==> src/rtl/mac_sequencer.sv <==
// Single-multiplier dot-product sequencer for one neuron: streams activation/weight
// pairs from two synchronous buffers, accumulates with saturation, adds bias, optional ReLU.
module mac_sequencer #(
  parameter int unsigned ADDR_W = 6,
  parameter int unsigned ACC_W  = 16
) (
  input  logic              clk,
  input  logic              rst,
  input  logic              start,
  input  logic [ADDR_W-1:0] len,
  input  logic [7:0]        bias,
  input  logic              relu_en,
  output logic              busy,
  output logic              rd_en,
  output logic [ADDR_W-1:0] rd_addr,
  input  logic [7:0]        act_data,
  input  logic [7:0]        wgt_data,
  output logic              out_valid,
  input  logic              out_ready,
  output logic [7:0]        out_data
);

  localparam int unsigned SUM_W = ACC_W + 1;

  localparam logic [2:0] S_IDLE  = 3'd0;
  localparam logic [2:0] S_RUN   = 3'd1;
  localparam logic [2:0] S_DRAIN = 3'd2;
  localparam logic [2:0] S_BIAS  = 3'd3;
  localparam logic [2:0] S_OUT   = 3'd4;

  localparam logic signed [ACC_W-1:0] Q_MAX   = ACC_W'(127);
  localparam logic signed [ACC_W-1:0] Q_MIN   = ~Q_MAX;
  localparam logic signed [SUM_W-1:0] ACC_MAX = SUM_W'({1'b0, {(ACC_W-1){1'b1}}});
  localparam logic signed [SUM_W-1:0] ACC_MIN = ~ACC_MAX;

  logic [2:0]              r_state;
  logic [ADDR_W-1:0]       r_len;
  logic [7:0]              r_bias;
  logic                    r_relu;
  logic signed [ACC_W-1:0] r_acc;
  logic                    r_busy;
  logic                    r_rd_en;
  logic [ADDR_W-1:0]       r_rd_addr;
  logic                    r_data_vld;
  logic                    r_out_valid;
  logic [7:0]              r_out_data;

  logic [2:0]              w_state_nxt;
  logic [ADDR_W-1:0]       w_len_nxt;
  logic [7:0]              w_bias_nxt;
  logic                    w_relu_nxt;
  logic signed [ACC_W-1:0] w_acc_nxt;
  logic                    w_busy_nxt;
  logic                    w_rd_en_nxt;
  logic [ADDR_W-1:0]       w_rd_addr_nxt;
  logic                    w_out_valid_nxt;
  logic [7:0]              w_out_data_nxt;

  logic signed [7:0]       w_prod;
  logic signed [ACC_W-1:0] w_acc_prod;
  logic signed [ACC_W-1:0] w_acc_bias;

  // Q4.4 x Q4.4 product, floor-shifted back to Q4.4 and clamped to 8 bits
  function automatic logic signed [7:0] sat_mul(input logic signed [7:0] a,
                                                input logic signed [7:0] b);
    logic signed [15:0] prod;
    logic signed [15:0] shr;
    prod = 16'(a) * 16'(b);
    shr  = prod >>> 4;
    if (shr > 16'sd127)        sat_mul = 8'sh7F;
    else if (shr < -16'sd128)  sat_mul = 8'sh80;
    else                       sat_mul = shr[7:0];
  endfunction

  // Saturating add of a sign-extended 8-bit term into the accumulator
  function automatic logic signed [ACC_W-1:0] sat_add(input logic signed [ACC_W-1:0] acc,
                                                      input logic signed [7:0]       x);
    logic signed [SUM_W-1:0] sum;
    sum = SUM_W'(acc) + SUM_W'(x);
    if (sum > ACC_MAX)      sat_add = ACC_MAX[ACC_W-1:0];
    else if (sum < ACC_MIN) sat_add = ACC_MIN[ACC_W-1:0];
    else                    sat_add = sum[ACC_W-1:0];
  endfunction

  function automatic logic [7:0] finalize(input logic signed [ACC_W-1:0] acc,
                                          input logic                    relu);
    if (relu && acc < 0)  finalize = 8'h00;
    else if (acc > Q_MAX) finalize = 8'h7F;
    else if (acc < Q_MIN) finalize = 8'h80;
    else                  finalize = acc[7:0];
  endfunction

  assign w_prod     = sat_mul(act_data, wgt_data);
  assign w_acc_prod = sat_add(r_acc, w_prod);
  assign w_acc_bias = sat_add(r_acc, r_bias);

  // Next-state and next-output logic
  always_comb begin
    w_state_nxt     = r_state;
    w_len_nxt       = r_len;
    w_bias_nxt      = r_bias;
    w_relu_nxt      = r_relu;
    w_acc_nxt       = r_acc;
    w_busy_nxt      = r_busy;
    w_rd_en_nxt     = r_rd_en;
    w_rd_addr_nxt   = r_rd_addr;
    w_out_valid_nxt = r_out_valid;
    w_out_data_nxt  = r_out_data;

    case (r_state)
      S_IDLE: begin
        if (start) begin
          w_len_nxt  = len;
          w_bias_nxt = bias;
          w_relu_nxt = relu_en;
          w_acc_nxt  = '0;
          w_busy_nxt = 1'b1;
          if (len != '0) begin
            w_state_nxt   = S_RUN;
            w_rd_en_nxt   = 1'b1;
            w_rd_addr_nxt = '0;
          end else begin
            w_state_nxt = S_BIAS;
          end
        end
      end
      S_RUN: begin
        if (r_data_vld) w_acc_nxt = w_acc_prod;
        if (r_rd_addr == r_len - ADDR_W'(1)) begin
          w_rd_en_nxt = 1'b0;
          w_state_nxt = S_DRAIN;
        end else begin
          w_rd_addr_nxt = r_rd_addr + ADDR_W'(1);
        end
      end
      S_DRAIN: begin
        w_acc_nxt   = w_acc_prod;
        w_state_nxt = S_BIAS;
      end
      S_BIAS: begin
        w_acc_nxt       = w_acc_bias;
        w_out_data_nxt  = finalize(w_acc_bias, r_relu);
        w_out_valid_nxt = 1'b1;
        w_state_nxt     = S_OUT;
      end
      S_OUT: begin
        if (out_ready) begin
          w_out_valid_nxt = 1'b0;
          w_busy_nxt      = 1'b0;
          w_state_nxt     = S_IDLE;
        end
      end
      default: begin
        w_state_nxt     = S_IDLE;
        w_busy_nxt      = 1'b0;
        w_rd_en_nxt     = 1'b0;
        w_out_valid_nxt = 1'b0;
      end
    endcase
  end

  always_ff @(posedge clk or posedge rst) begin
    if (rst) begin
      r_state     <= S_IDLE;
      r_len       <= '0;
      r_bias      <= '0;
      r_relu      <= 1'b0;
      r_acc       <= '0;
      r_busy      <= 1'b0;
      r_rd_en     <= 1'b0;
      r_rd_addr   <= '0;
      r_data_vld  <= 1'b0;
      r_out_valid <= 1'b0;
      r_out_data  <= '0;
    end else begin
      r_state     <= w_state_nxt;
      r_len       <= w_len_nxt;
      r_bias      <= w_bias_nxt;
      r_relu      <= w_relu_nxt;
      r_acc       <= w_acc_nxt;
      r_busy      <= w_busy_nxt;
      r_rd_en     <= w_rd_en_nxt;
      r_rd_addr   <= w_rd_addr_nxt;
      r_data_vld  <= r_rd_en;
      r_out_valid <= w_out_valid_nxt;
      r_out_data  <= w_out_data_nxt;
    end
  end

  assign busy      = r_busy;
  assign rd_en     = r_rd_en;
  assign rd_addr   = r_rd_addr;
  assign out_valid = r_out_valid;
  assign out_data  = r_out_data;

endmodule
==> config.mk <==
export PLATFORM = sky130hd
export DESIGN_NAME = mac_sequencer
export DESIGN_NICKNAME = d
export VERILOG_FILES = /design/src/rtl/mac_sequencer.sv
export SDC_FILE = /design/constraint.sdc
export NUM_CORES = 1
export LEC_CHECK = 0
export ABC_AREA = 1
export ABC_CLOCK_PERIOD_IN_PS = 3000
export CORE_MARGIN = 1.5
export CORE_UTILIZATION = 50
export CTS_CLUSTER_DIAMETER = 30
export CTS_CLUSTER_SIZE = 40
export DETAILED_ROUTE_END_ITERATION = 8
export DONT_BUFFER_PORTS = 1
export SKIP_CTS_REPAIR_TIMING = 1
export SYNTH_ARGS = -nofsm -noshare
export SYNTH_HDL_FRONTEND = slang
export SYNTH_SLANG_ARGS = --single-unit
==> constraint.sdc <==
create_clock -name clk -period 3 [get_ports clk]
set_input_delay 0.45 -clock clk [delete_from_list [all_inputs] [get_ports clk]]
set_output_delay 0.45 -clock clk [all_outputs]
set_load 0.03 [all_outputs]
==> insert_results.sql, run 1 <==
INSERT INTO impl_metrics (metric_group, metric, value, unit) VALUES
('synth', 'ys.warnings.count', '0', ''),
('setup_path', 'critPathMaxStageDelay', '0.57', 'ns'),
('clock_tree', 'clk_latency', '0.30', 'ns'),
('detailed_routing', 'drc', '0', ''),
('outcome', 'run_status', 'finished with violations', ''),
('synth', 'netlist-cell-type-count', '45', ''),
('placed_design', 'detailed_place_hpwl', '13370', 'um'),
('floorplan', 'placeableCoreArea', '0.01377', 'mm2'),
('synth', 'synthesized_area', '0.007020', 'mm2'),
('synth', 'syn-mean-instance-area', '6.979', 'um2'),
('floorplan', 'starting_density', '50.97', '%'),
('floorplan', 'dieHeight', '121.5', 'um'),
('cells_and_area', 'num-nets-final', '1245', ''),
('placed_design', 'finalWeightedCongestion', '0.7976', ''),
('placed_design', 'detailedPlace.worstSlack', '-3.240', 'ns'),
('sta', 'final_max_slew_viol_count', '0', ''),
('global_route', 'via_count_of_the_first_global_routing_pass', '5937', ''),
('setup_path', 'cell_occurring_most_often_along_the_worst_timing_path', 'sky130_fd_sc_hd__nand2_1', ''),
('setup_path', 'arrival', '6.10', 'ns'),
('sta', 'timing.slew.headroom', '28.87', '%'),
('synth', 'post_synth_main_area_contributors', 'sky130_fd_sc_hd__dfrtp_1 (19%), sky130_fd_sc_hd__fa_1 (16%), sky130_fd_sc_hd__nand2_1 (16%)', ''),
('global_route', 'antenna_found_initial', '0', ''),
('clock_tree', 'clk_transition_reported_paths', '0.07', 'ns'),
('sta', 'setup-violations-final', '16', ''),
('cells_and_area', 'most_common_cell_after_layout_fill_and_taps_aside', 'sky130_fd_sc_hd__nand2_1', ''),
('setup_path', 'required_time_of_the_critical_path', '3.22', 'ns'),
('synth', 'synth_seq_cells', '52', ''),
('sta', 'timing_worst_slew_pin_value', '1.065', 'ns'),
('synth', 'synthesis.nets', '1159', ''),
('outcome', 'failed_checks', 'setup timing', ''),
('sta', 'final_critical_path_setup_slack', '-2.889', 'ns'),
('global_route', 'grt_overflow', '0', ''),
('placed_design', 'placement.io_buffers', '0', ''),
('sta', 'clock_skew', '0.006141', 'ns'),
('sta', 'timing.final.hold_violations', '0', ''),
('clock_tree', 'clockRootBuffer', 'sky130_fd_sc_hd__clkbuf_16', ''),
('detailed_routing', 'drt.antenna.violating_nets', '0', ''),
('setup_path', 'critPathMaxFanout', '8', ''),
('sta', 'unrepaired_setup_endpoints_after_global_routing', 'true', ''),
('setup_path', 'cp-end-kind', 'register', ''),
('run', 'cap_violations', '0', ''),
('synth', 'synthArstFlopShare', '100.0', '%'),
('detailed_routing', 'detailedRoute.firstPassIterationCount', '4', ''),
('setup_path', 'path_buf_inv', '7', ''),
('floorplan', 'chipWidth', '121.5', 'um'),
('global_route', 'globalRouteTotalUtil', '22.12', '%'),
('detailed_routing', 'wl', '15900', 'um'),
('hold_path', 'hold_class', 'in2reg', ''),
('sta', 'min_period_over_period', '196.3', '%'),
('floorplan', 'design.portCount', '52', ''),
('synth', 'yosysTopAreaCell', 'sky130_fd_sc_hd__dfrtp_1', ''),
('synth', 'synth.top_cell.area_share', '18.54', '%'),
('detailed_routing', 'avg_vias_per_cell', '4.846', ''),
('clock_tree', 'tritoncts_clock_tree', 'built', ''),
('global_route', 'grt_max_degree', '53', ''),
('synth', 'synth-main-ff-cell', 'sky130_fd_sc_hd__dfrtp_1', ''),
('setup_path', 'setup.worst_path.start_class', 'input pin', ''),
('synth', 'syn-instance-count', '1006', ''),
('setup_path', 'timing.critical_path.max_delay_family', 'adder cells', ''),
('detailed_routing', 'initial_drc_count', '210', ''),
('cells_and_area', 'ratio_of_cells_with_drive_above_1_in_the_final_layout', '19.03', '%'),
('clock_tree', 'cts_sinks', '52', ''),
('detailed_routing', 'num_vias', '6169', ''),
('setup_path', 'worst_path_max_delay_cell', 'sky130_fd_sc_hd__fa_1', ''),
('sta', 'fin_worst_hold_slack', '0.2745', 'ns'),
('cells_and_area', 'n_antenna_cell', '0', ''),
('floorplan', 'floorplan.die_area', '0.01476', 'mm2'),
('synth', 'yosysSeqAreaShare', '18.54', '%'),
('sta', 'clock.fmax', '169.8', 'MHz'),
('setup_path', 'crit_type', 'in2reg', ''),
('clock_tree', 'cts_max_path_buffers', '2', ''),
('global_route', 'grt_first_pass_wirelength', '26500', 'um'),
('sta', 'timing.final.crit_period', '5.889', 'ns'),
('cells_and_area', 'synthToLayoutAreaGrowth', '20.07', '%'),
('clock_tree', 'cts_made_buffers', '5', ''),
('synth', 'count_of_flip_flops_with_a_built_in_enable_after_synthesis', '0', ''),
('detailed_routing', 'drt-wirelength-per-cell', '12.49', 'um'),
('cells_and_area', 'leading_cell_types_in_the_layout_fill_and_taps_excluded', 'sky130_fd_sc_hd__nand2_1 (279), sky130_fd_sc_hd__inv_1 (192), sky130_fd_sc_hd__buf_4 (98)', ''),
('floorplan', 'floorplan.rows', '43', ''),
('clock_tree', 'htree_num_levels', '2', '');
==> synthesized netlist by cell type, types with 2 or more instances <==
cell type and count:
sky130_fd_sc_hd__or2_2 3, sky130_fd_sc_hd__nand3_1 43, sky130_fd_sc_hd__clkbuf_1 16, sky130_fd_sc_hd__nor2_1 58, sky130_fd_sc_hd__inv_2 6, sky130_fd_sc_hd__xor2_1 35, sky130_fd_sc_hd__a21o_1 4, sky130_fd_sc_hd__ha_1 62
sky130_fd_sc_hd__o31ai_1 2, sky130_fd_sc_hd__a211oi_1 3, sky130_fd_sc_hd__dfrtp_1 52, sky130_fd_sc_hd__nand2_2 11, sky130_fd_sc_hd__clkinv_1 4, sky130_fd_sc_hd__a31oi_1 17, sky130_fd_sc_hd__a21oi_2 2, sky130_fd_sc_hd__xnor2_1 12
sky130_fd_sc_hd__nand4_1 4, sky130_fd_sc_hd__nor3_2 3, sky130_fd_sc_hd__nand2_4 2, sky130_fd_sc_hd__inv_1 205, sky130_fd_sc_hd__buf_2 4, sky130_fd_sc_hd__nand3b_1 2, sky130_fd_sc_hd__o21bai_1 3, sky130_fd_sc_hd__nand2_1 292
sky130_fd_sc_hd__o21ai_0 32, sky130_fd_sc_hd__fa_1 56, sky130_fd_sc_hd__a21oi_1 45, sky130_fd_sc_hd__nor3_1 10, sky130_fd_sc_hd__o21ai_2 2
==> metal layers <==
metal  GRT usage [%]  up-vias  wire length (um)
met4           3.897        0               175
met2           41.03       87              8155
met3           1.598       11               355
li1                -     3253                 -
met5               0        -                 0
met1           28.35     2818              7218
==> path summary, 6_finish.rpt <==
path	start	endpoint	slack, ns	depth (start not counted)
max	wgt_data[7]	r_acc[14]	-2.89	31
min	bias[7]	r_bias[7]	0.27	2
max reg2reg	r_acc[0]	out_data[6]	0.19	20
min reg2reg	r_relu	out_data[7]	0.46	1
max in group asynchronous	rst	r_bias[7]	1.99	1
min in group asynchronous	rst	rd_addr[4]	0.29	1
==> logic make-up (layout without fill, tap and decap cells) <==
logic type	Yosys count	in the layout	share of synthesized area, %
AO/OA/AOI/OAI	114	114	9.285
adder cells (fa/ha/maj)	118	118	27.02
multiplexers	1	1	0.1604
XOR/XNOR	47	47	5.863
buffers and inverters	239	326	13.21
flip-flops	52	52	18.54
AND/OR/NAND/NOR	435	435	25.93
==> final cells by class <==
class,instances,area (um2)
Multi-Input combinational cell,715,5125
Fill cell,1317,5344
Timing Repair Buffer,102,798.3
Clock inverter,3,26.28
Sequential cell,52,1303
Tap cell,180,225.2
Inverter,216,827.0
Clock buffer,5,125.1
==> registers in the layout, indices dropped and copies added, names as in the netlist <==
name,cells
rd_en,1
rd_addr,6
r_bias,8
r_relu,1
r_len,6
out_valid,1
r_data_vld,1
r_state,3
r_acc,16
busy,1
out_data,8
==> metrics by stage <==
step	instance area (um2)	TNS [ns]	util [%]	instances
after floorplan	7282	-49.76	-	1006
after global placement	7998	-48.79	58.07	1253
after detailed placement	7998	-50.73	58.07	1253
after CTS	8149	-45.97	59.17	1261
after global routing	8429	-50.31	61.20	1273
final	8429	-45.16	61.20	1273
Power of run 1 is not shown: default switching activity piles up to over one toggle a cycle in this logic, so the estimate is an artifact.
==> run 2, diff against run 1 <==
CORE_MARGIN = not set   (was 1.5)
CTS_BUF_LIST = sky130_fd_sc_hd__clkbuf_4   (was not set)
==> run 2 against run 1 <==
Critical path depth grew 1. The run still ends with setup timing left. Final area fell by 1.8%. Highest routed layer unchanged. Critical endpoint is now r_acc[1]. Count of clock-buffer cells in the layout rose by 1. Critical path type unchanged. Flip-flop and latch count unchanged. Largest cell class unchanged.
==> insert_results.sql, run 2 (same netlist as run 1, synthesis figures left out) <==
INSERT INTO impl_metrics (metric_group, metric, value, unit) VALUES
('sta', 'timing.final.hold_violations', '0', ''),
('sta', 'min_period_over_period', '191.9', '%'),
('cells_and_area', 'ratio_of_cells_with_drive_above_1_in_the_final_layout', '18.31', '%'),
('global_route', 'grt_max_degree', '53', ''),
('placed_design', 'finalWeightedCongestion', '0.8336', ''),
('sta', 'timing_worst_slew_pin_value', '1.060', 'ns'),
('sta', 'timing.slew.headroom', '29.20', '%'),
('clock_tree', 'cts_made_buffers', '5', ''),
('setup_path', 'crit_type', 'in2reg', ''),
('sta', 'clock.fmax', '173.7', 'MHz'),
('setup_path', 'critPathMaxFanout', '8', ''),
('setup_path', 'reg2regPathDepth', '20', ''),
('floorplan', 'chipWidth', '120.5', 'um'),
('setup_path', 'timing.reg2reg.setup_slack', '0.25', 'ns'),
('cells_and_area', 'leading_cell_types_in_the_layout_fill_and_taps_excluded', 'sky130_fd_sc_hd__nand2_1 (281), sky130_fd_sc_hd__inv_1 (193), sky130_fd_sc_hd__buf_4 (91)', ''),
('sta', 'final_critical_path_setup_slack', '-2.757', 'ns'),
('outcome', 'failed_checks', 'setup timing', ''),
('global_route', 'globalRouteTotalUtil', '23.44', '%'),
('cells_and_area', 'util_after_layout', '61.56', '%'),
('global_route', 'grt_overflow', '0', ''),
('sta', 'clock_skew', '0.01423', 'ns'),
('detailed_routing', 'drt.antenna.violating_nets', '0', ''),
('sta', 'unrepaired_setup_endpoints_after_global_routing', 'true', ''),
('setup_path', 'regToRegStartpoint', 'r_bias[0]', ''),
('cells_and_area', 'fin_cells', '1264', ''),
('detailed_routing', 'initial_drc_count', '201', ''),
('cells_and_area', 'final.fill_count', '1316', ''),
('setup_path', 'cp-end-kind', 'register', ''),
('placed_design', 'detailed_place_hpwl', '13650', 'um'),
('outcome', 'run_status', 'finished with violations', ''),
('hold_path', 'hold_class', 'in2async', ''),
('setup_path', 'setup.worst_path.start_class', 'input pin', ''),
('cells_and_area', 'multi_input_comb_area', '0.005096', 'mm2'),
('clock_tree', 'tritoncts_clock_tree', 'built', ''),
('sta', 'setup-violations-final', '16', ''),
('detailed_routing', 'avg_vias_per_cell', '4.830', ''),
('clock_tree', 'cts_max_path_buffers', '2', ''),
('floorplan', 'placeableCoreArea', '0.01345', 'mm2'),
('detailed_routing', 'drt-wirelength-per-cell', '12.63', 'um'),
('cells_and_area', 'layout.cell_area.non_filler', '0.008282', 'mm2'),
('clock_tree', 'clockRootBuffer', 'sky130_fd_sc_hd__clkbuf_4', ''),
('floorplan', 'dieHeight', '120.5', 'um'),
('global_route', 'via_count_of_the_first_global_routing_pass', '6057', ''),
('placed_design', 'dpl.cell_count', '1246', ''),
('setup_path', 'required_time_of_the_critical_path', '3.27', 'ns'),
('cells_and_area', 'synthToLayoutAreaGrowth', '17.96', '%'),
('global_route', 'antenna_found_initial', '1', ''),
('placed_design', 'post_dp_cell_area', '0.007958', 'mm2'),
('floorplan', 'floorplan.rows', '42', ''),
('setup_path', 'arrival', '6.03', 'ns'),
('global_route', 'grt_first_pass_wirelength', '27480', 'um'),
('setup_path', 'worst_path_max_delay_cell', 'sky130_fd_sc_hd__fa_1', ''),
('cells_and_area', 'largest_register', 'r_acc', ''),
('floorplan', 'floorplan.die_area', '0.01452', 'mm2'),
('cells_and_area', 'largest_reg_flops', '16', ''),
('setup_path', 'critical_path.reg2reg.endpoint', 'out_data[3]', ''),
('setup_path', 'critPathMaxStageDelay', '0.54', 'ns'),
('floorplan', 'starting_density', '52.19', '%'),
('detailed_routing', 'drc', '0', ''),
('clock_tree', 'cts_sinks', '52', ''),
('cells_and_area', 'num-nets-final', '1239', ''),
('sta', 'final_max_slew_viol_count', '0', ''),
('cells_and_area', 'most_common_cell_after_layout_fill_and_taps_aside', 'sky130_fd_sc_hd__nand2_1', ''),
('detailed_routing', 'num_vias', '6105', ''),
('detailed_routing', 'detailedRoute.firstPassIterationCount', '5', ''),
('cells_and_area', 'register_area', '0.001304', 'mm2'),
('sta', 'timing.final.crit_period', '5.757', 'ns'),
('clock_tree', 'clk_transition_reported_paths', '0.16', 'ns'),
('run', 'cap_violations', '0', ''),
('clock_tree', 'htree_num_levels', '2', ''),
('detailed_routing', 'wl', '15960', 'um'),
('clock_tree', 'clk_latency', '0.39', 'ns'),
('floorplan', 'design.portCount', '52', ''),
('placed_design', 'detailedPlace.worstSlack', '-3.323', 'ns'),
('placed_design', 'placement.io_buffers', '0', '');
-- run 2: how the worst max path moves through the flow --
| stage | start | depth (start not counted) | slack, ns | endpoint |
|---|---|---|---|---|
| finish | wgt_data[7] | 32 | -2.76 | r_acc[1] |
| global route | wgt_data[7] | 30 | -3.05 | r_acc[5] |
| CTS | wgt_data[7] | 30 | -2.91 | r_acc[5] |
| detailed placement | wgt_data[7] | 30 | -3.32 | r_acc[5] |
| global placement | wgt_data[7] | 31 | -3.17 | r_acc[0] |
| floorplan | act_data[7] | 36 | -3.20 | r_acc[5] |
-- run 2: per-layer routing --
metal	vias up	track usage (%)	share of wire, %
met5	-	0	0
met4	0	5.170	1.4
met3	12	2.123	2.4
met2	83	43.43	51
met1	2770	29.37	45
li1	3240	-	-
-- run 2: per-stage QoR --
| step | setup TNS, ns | hold WS [ns] |
|---|---|---|
| 2_1_floorplan | -49.76 | 0.4308 |
| 3_5_place_dp | -52.33 | 0.4613 |
| 6_report | -43.09 | 0.1715 |
| 5_1_grt | -47.60 | 0.1529 |
| 4_1_cts | -45.79 | 0.1523 |
| 3_3_place_gp | -50.11 | 0.4480 |
-- run 2: critical path: cells and delay by family --
kind | cells | cell delay [ns]
AO/OA/AOI/OAI | 8 | 1.31
XOR/XNOR | 1 | 0.11
adder cells (fa/ha/maj) | 6 | 2.63
buffers and inverters | 7 | 0.70
AND/OR/NAND/NOR | 10 | 0.81
-- run 2: final cells by class --
| type | count | area share, % |
|---|---|---|
| Antenna cell | 1 | 0.03022 |
| Clock buffer | 6 | 0.5439 |
| Clock inverter | 2 | 0.4683 |
| Inverter | 216 | 9.986 |
| Multi-Input combinational cell | 715 | 61.54 |
| Sequential cell | 52 | 15.74 |
| Tap cell | 176 | 2.659 |
| Timing Repair Buffer | 96 | 9.035 |
Power of run 2 is left out for the same reason.
